`config.mk`:
```
export PLATFORM = sky130hd
export DESIGN_NAME = seq_restoring_divider_flat
export DESIGN_NICKNAME = d
export VERILOG_FILES = /design/src/rtl/seq_restoring_divider_if.sv /design/src/rtl/seq_restoring_divider.sv /design/src/flat_wrapper.sv
export SDC_FILE = /design/constraint.sdc
export NUM_CORES = 1
export LEC_CHECK = 0
export BUFFER_PORTS_ARGS = -buffer_cell sky130_fd_sc_hd__buf_2
export CORE_MARGIN = 5
export CORE_UTILIZATION = 52
export DETAILED_ROUTE_END_ITERATION = 8
export GPL_TIMING_DRIVEN = 0
export HOLD_SLACK_MARGIN = 0.03
export PLACE_DENSITY = 0.8
export SYNTH_ARGS = -nofsm -noshare
export SYNTH_HDL_FRONTEND = slang
export SYNTH_SLANG_ARGS = --single-unit
```
`constraint.sdc`:
```
create_clock -name clk -period 5.6 [get_ports clk]
set_clock_uncertainty 0.05 [all_clocks]
set_input_delay 0 -clock clk [delete_from_list [all_inputs] [get_ports clk]]
set_output_delay 0 -clock clk [all_outputs]
set_load 0.03 [all_outputs]
```
`src/rtl/seq_restoring_divider_if.sv`:
```
// Handshake bundle for the sequential restoring divider: operand request
// channel (valid/ready) and result channel (valid/ready).
interface seq_restoring_divider_if #(
  parameter int WIDTH = 8
);
  logic                 in_valid;
  logic                 in_ready;
  logic [2*WIDTH-1:0]   dividend;
  logic [WIDTH-1:0]     divisor;
  logic                 out_valid;
  logic                 out_ready;
  logic [2*WIDTH-1:0]   quotient;
  logic [WIDTH-1:0]     remainder;
  logic                 div_zero;

  // Requester / result consumer side
  modport master (
    output in_valid, dividend, divisor, out_ready,
    input  in_ready, out_valid, quotient, remainder, div_zero
  );

  // Divider side
  modport slave (
    input  in_valid, dividend, divisor, out_ready,
    output in_ready, out_valid, quotient, remainder, div_zero
  );
endinterface

```
`src/rtl/seq_restoring_divider.sv`:
```
// Sequential unsigned restoring divider: 2*WIDTH-bit dividend / WIDTH-bit
// divisor, one quotient bit per clock. Result registers are separate from the
// working registers so the last result holds steady while a new one is built.
module seq_restoring_divider #(
  parameter int WIDTH = 8
) (
  input logic                   clk,
  input logic                   rst_n,
  seq_restoring_divider_if.slave bus
);
  localparam int DW = 2 * WIDTH;
  localparam int CW = (DW > 1) ? $clog2(DW) : 1;

  typedef enum logic [1:0] {
    IDLE = 2'd0,
    CALC = 2'd1,
    DONE = 2'd2
  } state_t;

  state_t             state_q, state_d;
  logic [CW-1:0]      cnt_q, cnt_d;
  logic [DW-1:0]      dvd_q, dvd_d;        // dividend, consumed MSB first
  logic [WIDTH-1:0]   dvs_q, dvs_d;        // latched divisor
  logic [WIDTH:0]     part_q, part_d;      // partial remainder
  logic [DW-1:0]      qwork_q, qwork_d;    // quotient under construction
  logic               zero_q, zero_d;      // current op is a divide by zero
  logic [DW-1:0]      quotient_q, quotient_d;
  logic [WIDTH-1:0]   remainder_q, remainder_d;
  logic               div_zero_q, div_zero_d;

  logic [WIDTH:0]     shifted;
  logic [WIDTH+1:0]   trial;
  logic               q_bit;
  logic [WIDTH:0]     part_next;
  logic [DW-1:0]      qwork_next;

  // One restoring step: shift in the next dividend bit, trial-subtract, keep or restore
  always_comb begin
    // The partial remainder is always below the divisor, so its top bit is zero here
    shifted    = {part_q[WIDTH-1:0], dvd_q[DW-1]};
    trial      = {1'b0, shifted} - {2'b00, dvs_q};
    q_bit      = ~trial[WIDTH+1];
    part_next  = q_bit ? trial[WIDTH:0] : shifted;
    qwork_next = {qwork_q[DW-2:0], q_bit};
  end

  // Next-state and register updates for the IDLE/CALC/DONE sequencer
  always_comb begin
    state_d     = state_q;
    cnt_d       = cnt_q;
    dvd_d       = dvd_q;
    dvs_d       = dvs_q;
    part_d      = part_q;
    qwork_d     = qwork_q;
    zero_d      = zero_q;
    quotient_d  = quotient_q;
    remainder_d = remainder_q;
    div_zero_d  = div_zero_q;
    unique case (state_q)
      IDLE: begin
        if (bus.in_valid) begin
          dvd_d   = bus.dividend;
          dvs_d   = bus.divisor;
          part_d  = '0;
          qwork_d = '0;
          state_d = CALC;
          if (bus.divisor == '0) begin
            zero_d = 1'b1;
            cnt_d  = '0;
          end else begin
            zero_d = 1'b0;
            cnt_d  = CW'(DW - 1);
          end
        end
      end
      CALC: begin
        if (zero_q) begin
          // Divide by zero spends a single CALC cycle so its result appears one edge after accept
          quotient_d  = '1;
          remainder_d = dvd_q[WIDTH-1:0];
          div_zero_d  = 1'b1;
          state_d     = DONE;
        end else begin
          part_d  = part_next;
          qwork_d = qwork_next;
          dvd_d   = {dvd_q[DW-2:0], 1'b0};
          if (cnt_q == '0) begin
            quotient_d  = qwork_next;
            remainder_d = part_next[WIDTH-1:0];
            div_zero_d  = 1'b0;
            state_d     = DONE;
          end else begin
            cnt_d = cnt_q - CW'(1);
          end
        end
      end
      DONE: begin
        if (bus.out_ready) state_d = IDLE;
      end
      default: state_d = IDLE;
    endcase
  end

  // State and datapath registers, cleared asynchronously
  always_ff @(posedge clk or negedge rst_n) begin
    if (!rst_n) begin
      state_q     <= IDLE;
      cnt_q       <= '0;
      dvd_q       <= '0;
      dvs_q       <= '0;
      part_q      <= '0;
      qwork_q     <= '0;
      zero_q      <= 1'b0;
      quotient_q  <= '0;
      remainder_q <= '0;
      div_zero_q  <= 1'b0;
    end else begin
      state_q     <= state_d;
      cnt_q       <= cnt_d;
      dvd_q       <= dvd_d;
      dvs_q       <= dvs_d;
      part_q      <= part_d;
      qwork_q     <= qwork_d;
      zero_q      <= zero_d;
      quotient_q  <= quotient_d;
      remainder_q <= remainder_d;
      div_zero_q  <= div_zero_d;
    end
  end

  assign bus.in_ready  = (state_q == IDLE);
  assign bus.out_valid = (state_q == DONE);
  assign bus.quotient  = quotient_q;
  assign bus.remainder = remainder_q;
  assign bus.div_zero  = div_zero_q;
endmodule

```
`src/flat_wrapper.sv`:
```
// flat-port wrapper written by rule: the top's interface ports become plain ports
module seq_restoring_divider_flat 
#(
  parameter int WIDTH = 8
)
  (clk, rst_n, bus_in_valid, bus_dividend, bus_divisor, bus_out_ready, bus_in_ready, bus_out_valid, bus_quotient, bus_remainder, bus_div_zero);
  seq_restoring_divider_if #(.WIDTH(WIDTH)) bus_i ();
  input logic clk;
  input logic rst_n;
  input wire logic [$bits(bus_i.in_valid)-1:0] bus_in_valid;
  input wire logic [$bits(bus_i.dividend)-1:0] bus_dividend;
  input wire logic [$bits(bus_i.divisor)-1:0] bus_divisor;
  input wire logic [$bits(bus_i.out_ready)-1:0] bus_out_ready;
  output wire logic [$bits(bus_i.in_ready)-1:0] bus_in_ready;
  output wire logic [$bits(bus_i.out_valid)-1:0] bus_out_valid;
  output wire logic [$bits(bus_i.quotient)-1:0] bus_quotient;
  output wire logic [$bits(bus_i.remainder)-1:0] bus_remainder;
  output wire logic [$bits(bus_i.div_zero)-1:0] bus_div_zero;
  assign bus_i.in_valid = bus_in_valid;
  assign bus_i.dividend = bus_dividend;
  assign bus_i.divisor = bus_divisor;
  assign bus_i.out_ready = bus_out_ready;
  assign bus_in_ready = bus_i.in_ready;
  assign bus_out_valid = bus_i.out_valid;
  assign bus_quotient = bus_i.quotient;
  assign bus_remainder = bus_i.remainder;
  assign bus_div_zero = bus_i.div_zero;
  seq_restoring_divider #(.WIDTH(WIDTH)) u_core (.clk(clk), .rst_n(rst_n), .bus(bus_i));
endmodule
```
; ---- Word level (Yosys, flattened, before mapping)
; Index checks and enable logic that the tools add are counted.
[word_totals]
regBits = 79
out_inout_bits = 27
elab_cells = 57
[op_classes]
n_addsub = 2
eq_ne = 7
mux = 27
n_bitwise = 1
n_reduce_logical = 10
[op_table]
columns = cell, n
row1 = 16-bit 2-to-1 mux, 4
row2 = 8-bit 2-to-1 mux, 5
row3 = 16-bit one-hot mux with 2 select lines, 1
row4 = 15-bit 2-to-1 mux, 2
row5 = 15-bit one-hot mux with 2 select lines, 1
row6 = 4-bit 2-to-1 mux, 4
row7 = 8-bit one-hot mux with 2 select lines, 1
row8 = 9-bit by 8-bit subtractor with 10-bit output, 1
row9 = 8-bit logical NOT, 1
row10 = 2-bit 2-to-1 mux, 4
row11 = "2-bit != test, second input constant", 4
row12 = 4-bit one-hot mux with 2 select lines, 1
row13 = 2-bit one-hot mux with 3 select lines, 1
row14 = 3-bit AND reduction, 2
row15 = 4-bit logical NOT, 1
row16 = 2-bit AND reduction, 2
row17 = 4-bit AND reduction, 1
row18 = 2-bit nonzero test, 2
row19 = "4-bit by 1-bit subtractor with 4-bit output, second input constant", 1
row20 = 1-bit 2-to-1 mux, 3
row21 = "3-bit by 1-bit != test with 1-bit output, second input constant", 1
row22 = "2-bit by 1-bit == test with 1-bit output, second input constant", 1
row23 = "2-bit == test, second input constant", 1
row24 = 2-bit logical NOT, 1
row25 = 1-bit NOT, 1

; ---- Depth between registers and ports, before layout
; Gate-level depths: netlist of run 1.
[logic_depth]
word_depth = 4
ltp_mapped = 8
mapped_depth_nobuf = 8

; ---- Worst setup path after synthesis of run 1
; Ideal clock, no wire load.
[synth_timing]
path_kind = reg2reg
startpoint = reg u_core.dvs_q[0]
endpoint = reg u_core.part_q[6]
setup_time_ns = 0.083
arrival_ns = 1.824
path_slack_ns = 3.644
path_stages_with_launch = 8
path_buffers = 0
cell_sequence = dfrtp_1 ha_1 fa_1 nand2b_1 a2111o_1 o311ai_0 mux2i_1 o21ai_0
[synth_between]
elab_chain_cells = 4
[synth_rtl]
columns = element, line
row1 = start: declaration, seq_restoring_divider.sv:23  ; logic [WIDTH-1:0] dvs_q, dvs_d;
row2 = start signal: assignment, seq_restoring_divider.sv:121  ; dvs_q <= dvs_d;
row3 = 9-bit by 8-bit subtractor with 10-bit output, seq_restoring_divider.sv:41  ; trial = {1'b0, shifted} - {2'b00, dvs_q};
row4 = 8-bit 2-to-1 mux, seq_restoring_divider.sv:43  ; part_next = q_bit ? trial[WIDTH:0] : shifted;
row5 = 8-bit 2-to-1 mux, seq_restoring_divider.sv:77  ; if (zero_q) begin
row6 = 8-bit one-hot mux with 2 select lines, seq_restoring_divider.sv:59  ; unique case (state_q)
row7 = end signal: assignment, seq_restoring_divider.sv:122  ; part_q <= part_d;
row8 = end: declaration, seq_restoring_divider.sv:24  ; logic [WIDTH:0] part_q, part_d;
; Every way passes these cells. The select of a mux whose other input is x is not followed.
; A chain may end at the register's enable or synchronous reset.

; ---- Worst setup path in the final report of run 1
[layout_timing]
startpoint = reg u_core.part_q[6]
endpoint = reg u_core.remainder_q[3], in the netlist u_core.bus.remainder[3]
[layout_between]
elab_chain_cells = 4
[layout_rtl]
columns = element, line
row1 = 9-bit by 8-bit subtractor with 10-bit output, seq_restoring_divider.sv:41
row2 = 8-bit 2-to-1 mux, seq_restoring_divider.sv:43
row3 = 8-bit 2-to-1 mux, seq_restoring_divider.sv:87  ; if (cnt_q == '0) begin
row4 = 8-bit 2-to-1 mux, seq_restoring_divider.sv:77
row5 = end signal: assignment, seq_restoring_divider.sv:126  ; remainder_q <= remainder_d;
row6 = end: declaration, seq_restoring_divider.sv:28  ; logic [WIDTH-1:0] remainder_q, remainder_d;
; Every way passes these cells. The select of a mux whose other input is x is not followed.

==> flow_metrics.env, run 1 <==
export IMPL_root_buffer="clkbuf_8"
export IMPL_route_antenna_remaining_nets=0
export IMPL_period_needed_ns=2.33
export IMPL_boundaryPins=55
export IMPL_detailroute_via_count=3132
export IMPL_finalCoreUtilization=0.653
export IMPL_grt_overflow_total=0
export IMPL_tightest_slew_ns=0.726
export IMPL_max_cap_violations=0
export IMPL_yosys_cell_types_count=48
export IMPL_crit_path_start_kind="flip-flop"
export IMPL_timing_max_transition_violations_final=0
export IMPL_power_mw=3.06
export IMPL_postSynthNetCount=407
export IMPL_wire_length_of_the_first_global_routing_pass_um=14800
export IMPL_drcViolationCount=0
export IMPL_global_route_peak_usage_layer="met2"
export IMPL_met1_routing_resource_usage_after_global_routing=0.277
export IMPL_height_of_the_die_um=95.0
export IMPL_groute_layer_met2_usage=0.353
export IMPL_worstSetupStartpoint="u_core.part_q[6]$_DFFE_PN0P_"
export IMPL_netlist_instances=369
export IMPL_finalNetCount=500
export IMPL_postSynth_asyncResetShare=1.00
export IMPL_dieArea_mm2=0.00903
export IMPL_postLayoutCellArea_mm2=0.00466
export IMPL_most_common_library_cell_in_the_layout_ignoring_fill_and_taps="dfrtp_1"
export IMPL_critical_path_required_ns=5.75
export IMPL_worst_path_largest_cell_delay_ns=0.42
export IMPL_place_gp_congestion=0.846
export IMPL_crit_path_cell_trace="ha_1, a211oi_2, o211a_1, o21a_2, buf_6, mux2i_1, a21oi_1"
export IMPL_ctsLongestPathBuffers=2
export IMPL_post_synth_cell_area_avg_um2=10.2
export IMPL_totalWireLength_um=8690
export IMPL_timing_hold_ws_ns=0.0971
export IMPL_slew_headroom=0.514
export IMPL_totalNegativeSetupSlack_ns=0
export IMPL_port_buffers=54
export IMPL_hp_class="input port to flip-flop"
export IMPL_clkTransAtPathRegs_ns=0.08
export IMPL_tritoncts_num_buffers=9
export IMPL_clock_insertion_delay_worst_skew_ns=0.34
export IMPL_most_common_layout_cells="dfrtp_1, buf_2, nand2_1, o22a_1, nor2_1"
export IMPL_post_synth_instance_area_mm2=0.00376
export IMPL_rows=31
export IMPL_global_routing_met3_resource_utilization=0.0375
export IMPL_dpl_instance_area_mm2=0.00418
export IMPL_max_freq_ghz=0.430
export IMPL_hpwl_um=6150
export IMPL_final_layout_size_suffix_gt1_frac=0.180
export IMPL_timing_critical_path_fanout_max=10
export IMPL_area_growth_syn_to_layout_pct=24.0
export IMPL_critPathBufInv=1
export IMPL_timing_final_hold_violations=0
export IMPL_cts_htree_levels=3
export IMPL_fillerInstances=593
export IMPL_cts_num_sinks=79
export IMPL_ir_drop_worst_vdd_mv=0.217
export IMPL_drt_first_iter_violations=189
export IMPL_critical_path_s_slowest_cell="dfrtp_1"
export IMPL_resized_cells_post_cts=0
export IMPL_wl_per_cell_um=15.4
export IMPL_route_detailed_vias_per_inst=5.53
export IMPL_placement_setup_worst_slack_ns=3.33
export IMPL_via_count_of_the_first_global_routing_pass=3166
export IMPL_worst_setup_path_type="flip-flop to flip-flop"
export IMPL_initial_cell_density_of_the_core=0.526
export IMPL_worstReg2RegEnd="u_core.bus.remainder[3]$_DFFE_PN0P_"
export IMPL_synth_sequential_area_ratio=0.526
export IMPL_ff2ff_setup_slack_ns=3.27
export IMPL_diodes=0
export IMPL_grt_util_all_layers=0.210
export IMPL_synth_flop_cell="dfrtp_1"
export IMPL_power_per_cell_area_mw_per_mm2=657
export IMPL_yosys_register_bits=79
export IMPL_r2r_start="u_core.part_q[6]$_DFFE_PN0P_"
export IMPL_status="finished, final reports clean"
export IMPL_p_leak_nw=2.26
export IMPL_final_critical_path_setup_slack_ns=3.27
export IMPL_crit_end="u_core.bus.remainder[3]$_DFFE_PN0P_"
export IMPL_finalCritPeriodShare=0.416
export IMPL_rsz_0062_raised_after_global_routing="no"
export IMPL_worst_ep_arrival_time_ns=2.48
export IMPL_dr_pass1_iters=4
export IMPL_worstSetupEndpointType="flip-flop"
export IMPL_clock_tree_from_tritoncts="yes"
export IMPL_path_delay_family="compound AO/OA/AOI/OAI gates"
export IMPL_chipWidth_um=95.0
export IMPL_path_depth=7
export IMPL_count_of_flip_flops_with_a_built_in_enable_after_synthesis=0
export IMPL_grt_antenna_before_repair=0
export IMPL_timing_reg2reg_worst_path_depth=7
export IMPL_yosysWarningCount=0
export IMPL_core_area_mm2=0.00714
export IMPL_finalSetupViolations=0
export IMPL_grt_max_degree=70
export IMPL_dp_cells=523
export IMPL_instances_no_fill=566
==> registers in the layout, indices dropped and copies added, names as in the netlist <==
| signal | flops |
|---|---|
| u_core.dvs_q | 8 |
| u_core.state_q | 2 |
| u_core.bus.quotient | 16 |
| u_core.zero_q | 1 |
| u_core.cnt_q | 4 |
| u_core.qwork_q | 15 |
| u_core.part_q | 8 |
| u_core.dvd_q | 16 |
| u_core.bus.div_zero | 1 |
| u_core.bus.remainder | 8 |
==> worst min-delay path by stage <==
stage	startpoint	end	slack, ns	depth (start not counted)
3_3_place_gp	bus_out_ready	u_core.state_q[1]$_DFFE_PN0P_	0.15	2
4_1_cts	bus_in_valid	u_core.dvs_q[0]$_DFFE_PN0P_	0.07	4
3_5_place_dp	rst_n	u_core.bus.quotient[9]$_DFFE_PN0P_	-0.20	1
5_1_grt	bus_in_valid	u_core.dvs_q[0]$_DFFE_PN0P_	0.10	4
2_1_floorplan	rst_n	u_core.bus.div_zero$_DFFE_PN0P_	-0.35	0
6_report	bus_in_valid	u_core.dvs_q[0]$_DFFE_PN0P_	0.1	4
==> Yosys cell counts (2+ instances only) <==
master    number  area share
and3_1         2      0.0033
o31ai_1        2      0.0040
a221o_1        2      0.0053
o21ai_0       19       0.025
nand3_1        3      0.0040
buf_6          2      0.0060
buf_1          2      0.0020
a32oi_1        2      0.0047
o22a_1        32       0.075
dfrtp_1       79        0.53
xnor2_1        2      0.0047
a22o_1        17       0.040
xor2_1         2      0.0047
ha_1           9       0.030
nor4_1         2      0.0033
buf_2          6      0.0080
mux2i_1        6       0.016
nand2_1       57       0.057
inv_1         15       0.015
a31oi_1       20       0.033
clkbuf_1      12       0.012
a21oi_1       10       0.013
nor2_1        31       0.031
a211o_1        2      0.0047
nor2b_1        2      0.0033
o22ai_1        4      0.0067
nand2b_1       6       0.010
==> logic make-up (layout without fill, tap and decap cells) <==
| group | after synthesis | in the layout | synth area share |
|---|---|---|---|
| xor+xnor | 4 | 4 | 0.00933 |
| simple gates | 109 | 109 | 0.124 |
| compound gates | 123 | 123 | 0.244 |
| flops | 79 | 79 | 0.526 |
| buf+inv | 38 | 136 | 0.0450 |
| fa+ha+maj | 10 | 10 | 0.0353 |
| mux | 6 | 6 | 0.0160 |
==> metal layers <==
layer  vias to the layer above  wire length [um]
li1                       1527                 -
met1                      1526              4050
met2                        67              4110
met3                        12               399
met4                         0               136
met5                         -                 0
==> power by group <==
group	leakage (nW)	internal, mW	switching, mW
Clock	0.105	0.230	0.203
Combinational	1.16	0.659	0.931
Sequential	0.991	0.845	0.195
Total	2.26	1.73	1.33
==> what timing repair did <==
| action | CTS | global route |
|---|---|---|
| hold buffers | 27 | 0 |
| hold endpoints to repair | 105 | 0 |
| setup buffers | 0 | 0 |
==> worst register-to-register path, stage by stage (launching register included) <==
cell and delay [ns]:
dfrtp_1 0.42, ha_1 0.39, a211oi_2 0.37, o211a_1 0.20, o21a_2 0.20, buf_6 0.18
mux2i_1 0.28, a21oi_1 0.10
==> area by class of cell <==
| type | count | area (um^2) | area share |
|---|---|---|---|
| inverters | 15 | 56.3 | 0.0121 |
| clock inverters | 5 | 56.3 | 0.0121 |
| plain buffers | 23 | 113 | 0.0242 |
| clock buffers | 11 | 151 | 0.0325 |
| multi-input cells | 252 | 1610 | 0.346 |
| flip-flops and latches | 79 | 1980 | 0.424 |
| repair buffers | 82 | 571 | 0.122 |
| well taps | 99 | 124 | 0.0266 |
(Power assumes the default switching activity.)
==> inputs of run 2 (changes only) <==
--- a/config.mk
+++ b/config.mk
@@ -5,13 +5,14 @@
 export SDC_FILE = /design/constraint.sdc
 export NUM_CORES = 1
 export LEC_CHECK = 0
+export ABC_AREA = 1
 export BUFFER_PORTS_ARGS = -buffer_cell sky130_fd_sc_hd__buf_2
 export CORE_MARGIN = 5
 export CORE_UTILIZATION = 52
 export DETAILED_ROUTE_END_ITERATION = 8
 export GPL_TIMING_DRIVEN = 0
 export HOLD_SLACK_MARGIN = 0.03
-export PLACE_DENSITY = 0.8
+export PLACE_DENSITY = 0.79
 export SYNTH_ARGS = -nofsm -noshare
 export SYNTH_HDL_FRONTEND = slang
 export SYNTH_SLANG_ARGS = --single-unit
==> constraint.sdc (replaced) <==
create_clock -name clk -period 2.4 [get_ports clk]
set_clock_uncertainty 0.05 [all_clocks]
set_input_delay 0 -clock clk [delete_from_list [all_inputs] [get_ports clk]]
set_output_delay 0 -clock clk [all_outputs]
set_load 0.03 [all_outputs]
==> run 2 against run 1 <==
  * Combinational power grew to 2.5 times the previous value
  * Clock-buffer cell count decreased by 2
  * Critical path type unchanged
  * Largest cell class unchanged
  * Core utilization decreased by 0.76 points
  * Synthesized cell count rose by 33%
  * Area after synthesis is 7.2% higher
==> flow_metrics.env, run 2 <==
export IMPL_grt_overflow_total=0
export IMPL_height_of_the_die_um=98.0
export IMPL_timing_reg2reg_worst_path_depth=11
export IMPL_path_delay_family="simple AND/OR/NAND/NOR gates"
export IMPL_dpl_instance_area_mm2=0.00446
export IMPL_clock_insertion_delay_worst_skew_ns=0.36
export IMPL_finalSetupViolations=0
export IMPL_diodes=0
export IMPL_clkTransAtPathRegs_ns=0.09
export IMPL_instances_no_fill=689
export IMPL_tightest_slew_ns=0.528
export IMPL_drcViolationCount=0
export IMPL_cpMostUsedCell="nand2_1"
export IMPL_port_buffers=54
export IMPL_ys_top_cells_by_area="dfrtp_1, nand2_1, inv_1"
export IMPL_p_leak_nw=2.64
export IMPL_grt_max_degree=50
export IMPL_area_growth_syn_to_layout_pct=22.5
export IMPL_rsz_0062_raised_after_global_routing="no"
export IMPL_yosys_register_bits=79
export IMPL_root_buffer="clkbuf_8"
export IMPL_dr_pass1_iters=5
export IMPL_tritoncts_num_buffers=9
export IMPL_boundaryPins=55
export IMPL_totalNegativeSetupSlack_ns=0
export IMPL_cts_setup_buffers=0
export IMPL_critical_path_s_slowest_cell="dfrtp_1"
export IMPL_via_count_of_the_first_global_routing_pass=3549
export IMPL_worstSetupStartpoint="u_core.part_q[2]$_DFFE_PN0P_"
export IMPL_totalWireLength_um=9770
export IMPL_postLayoutCellArea_mm2=0.00493
export IMPL_grt_antenna_before_repair=0
export IMPL_drt_first_iter_violations=285
export IMPL_crit_end="u_core.bus.remainder[3]$_DFFE_PN0P_"
export IMPL_finalNetCount=620
export IMPL_wire_length_of_the_first_global_routing_pass_um=17100
export IMPL_hp_class="input port to flip-flop"
export IMPL_synthDominantCellAreaShare=0.491
export IMPL_worstReg2RegEnd="u_core.bus.remainder[3]$_DFFE_PN0P_"
export IMPL_timing_max_transition_violations_final=0
export IMPL_most_common_layout_cells="nand2_1, dfrtp_1, inv_1, buf_2, o21ai_0"
export IMPL_rows=32
export IMPL_route_antenna_remaining_nets=0
export IMPL_count_of_flip_flops_with_a_built_in_enable_after_synthesis=0
export IMPL_grt_util_all_layers=0.218
export IMPL_netlist_instances=489
export IMPL_chipWidth_um=98.0
export IMPL_post_synth_top_count_cell="nand2_1"
export IMPL_period_needed_ns=2.08
export IMPL_dieArea_mm2=0.00961
export IMPL_worst_setup_path_type="flip-flop to flip-flop"
export IMPL_worst_path_largest_cell_delay_ns=0.41
export IMPL_route_detailed_vias_per_inst=5.20
export IMPL_cts_num_sinks=79
export IMPL_most_common_library_cell_in_the_layout_ignoring_fill_and_taps="nand2_1"
export IMPL_max_cap_violations=0
export IMPL_synth_sequential_area_ratio=0.491
export IMPL_postSynth_asyncResetShare=1.00
export IMPL_detailroute_via_count=3580
export IMPL_resized_cells_post_cts=0
export IMPL_finalCoreUtilization=0.645
export IMPL_max_freq_ghz=0.481
export IMPL_timing_hold_ws_ns=0.0375
export IMPL_finalCritPeriodShare=0.866
export IMPL_path_depth=11
export IMPL_crit_path_start_kind="flip-flop"
export IMPL_synthTopCellsByCount="nand2_1, dfrtp_1, inv_1, o21ai_0, nand3_1"
export IMPL_wl_per_cell_um=14.2
export IMPL_post_synth_cell_area_avg_um2=8.24
export IMPL_post_synth_instance_area_mm2=0.00403
export IMPL_timing_final_hold_violations=0
export IMPL_dp_cells=646
export IMPL_power_mw=7.34
export IMPL_place_gp_congestion=0.880
export IMPL_status="finished, final reports clean"
export IMPL_ff2ff_setup_slack_ns=0.32
export IMPL_placement_setup_worst_slack_ns=0.375
export IMPL_yosys_cell_types_count=38
export IMPL_slew_headroom=0.648
export IMPL_clock_tree_from_tritoncts="yes"
export IMPL_ir_drop_worst_vdd_mv=0.745
export IMPL_postSynthNetCount=527
export IMPL_yosysWarningCount=0
export IMPL_crit_path_cell_trace="ha_1, nand2_2, inv_2, nand2_1, nand2_1, nand2_2, nand3_4, nand2_1, nand2_1, o21ai_1, nand2_1"
export IMPL_core_area_mm2=0.00765
export IMPL_critical_path_required_ns=2.60
export IMPL_r2r_start="u_core.part_q[2]$_DFFE_PN0P_"
export IMPL_ctsLongestPathBuffers=2
export IMPL_worst_ep_arrival_time_ns=2.28
export IMPL_timing_critical_path_fanout_max=10
export IMPL_worstSetupEndpointType="flip-flop"
export IMPL_hpwl_um=6750
export IMPL_final_critical_path_setup_slack_ns=0.322
export IMPL_post_synth_top_area_cell="dfrtp_1"
export IMPL_critPathBufInv=1
export IMPL_cts_htree_levels=3
export IMPL_initial_cell_density_of_the_core=0.527
export IMPL_power_per_cell_area_mw_per_mm2=1490
export IMPL_final_layout_size_suffix_gt1_frac=0.182
export IMPL_synth_flop_cell="dfrtp_1"
run 2: power breakdown:
| group | internal [mW] | leakage [nW] | switching [mW] | total [mW] |
|---|---|---|---|---|
| registers | 1.92 | 0.998 | 0.316 | 2.24 |
| logic | 1.44 | 1.54 | 2.61 | 4.05 |
| clock network | 0.502 | 0.103 | 0.547 | 1.05 |
| total | 3.86 | 2.64 | 3.47 | 7.34 |
run 2: timing repair:
item                                    CTS  global route
endpoints found under the setup margin    0             0
hold buffers                             27             0
hold endpoints to repair                105             0
run 2: how the worst min path moves through the flow:
stage / from / endpoint / depth (start not counted)
after global routing: bus_in_valid / u_core.dvs_q[4]$_DFFE_PN0P_ / 4
after floorplan: rst_n / u_core.bus.div_zero$_DFFE_PN0P_ / 0
final: bus_in_valid / u_core.dvs_q[4]$_DFFE_PN0P_ / 4
after detailed placement: rst_n / u_core.dvd_q[13]$_DFFE_PN0P_ / 1
after CTS: bus_in_valid / u_core.dvs_q[2]$_DFFE_PN0P_ / 4
after global placement: bus_out_ready / u_core.state_q[1]$_DFFE_PN0P_ / 2
run 2: logic make-up after synthesis:
logic type	synth area share
xor gates and xnor gates	0.00870
AOI/OAI and AO/OA	0.122
buffers and inverters	0.0857
adders and majority gates	0.0329
and+or+nand+nor	0.260
DFF	0.491
run 2: cell type report:
class                   count  area, um^2
flip-flops and latches     79        1980
repair buffers             82         571
plain buffers              16        93.8
clock buffers               9         124
well taps                 102         128
multi-input cells         329        1710
inverters                  65         251
clock inverters             7        83.8
fillers                   635        2710
run 2: per-layer routing:
layer / up-vias / GRT usage / routed length (um)
met5: - / 0 / 0
met4: 0 / 0.0809 / 230
met3: 20 / 0.0457 / 613
met2: 105 / 0.353 / 4660
met1: 1693 / 0.290 / 4260
li1: 1762 / - / -
run 2: worst register-to-register path, cell delays in order, from the launching register on:
cell	delay, ns
dfrtp_1	0.41
ha_1	0.39
nand2_2	0.15
inv_2	0.05
nand2_1	0.06
nand2_1	0.05
nand2_2	0.17
nand3_4	0.18
nand2_1	0.10
nand2_1	0.08
o21ai_1	0.20
nand2_1	0.07
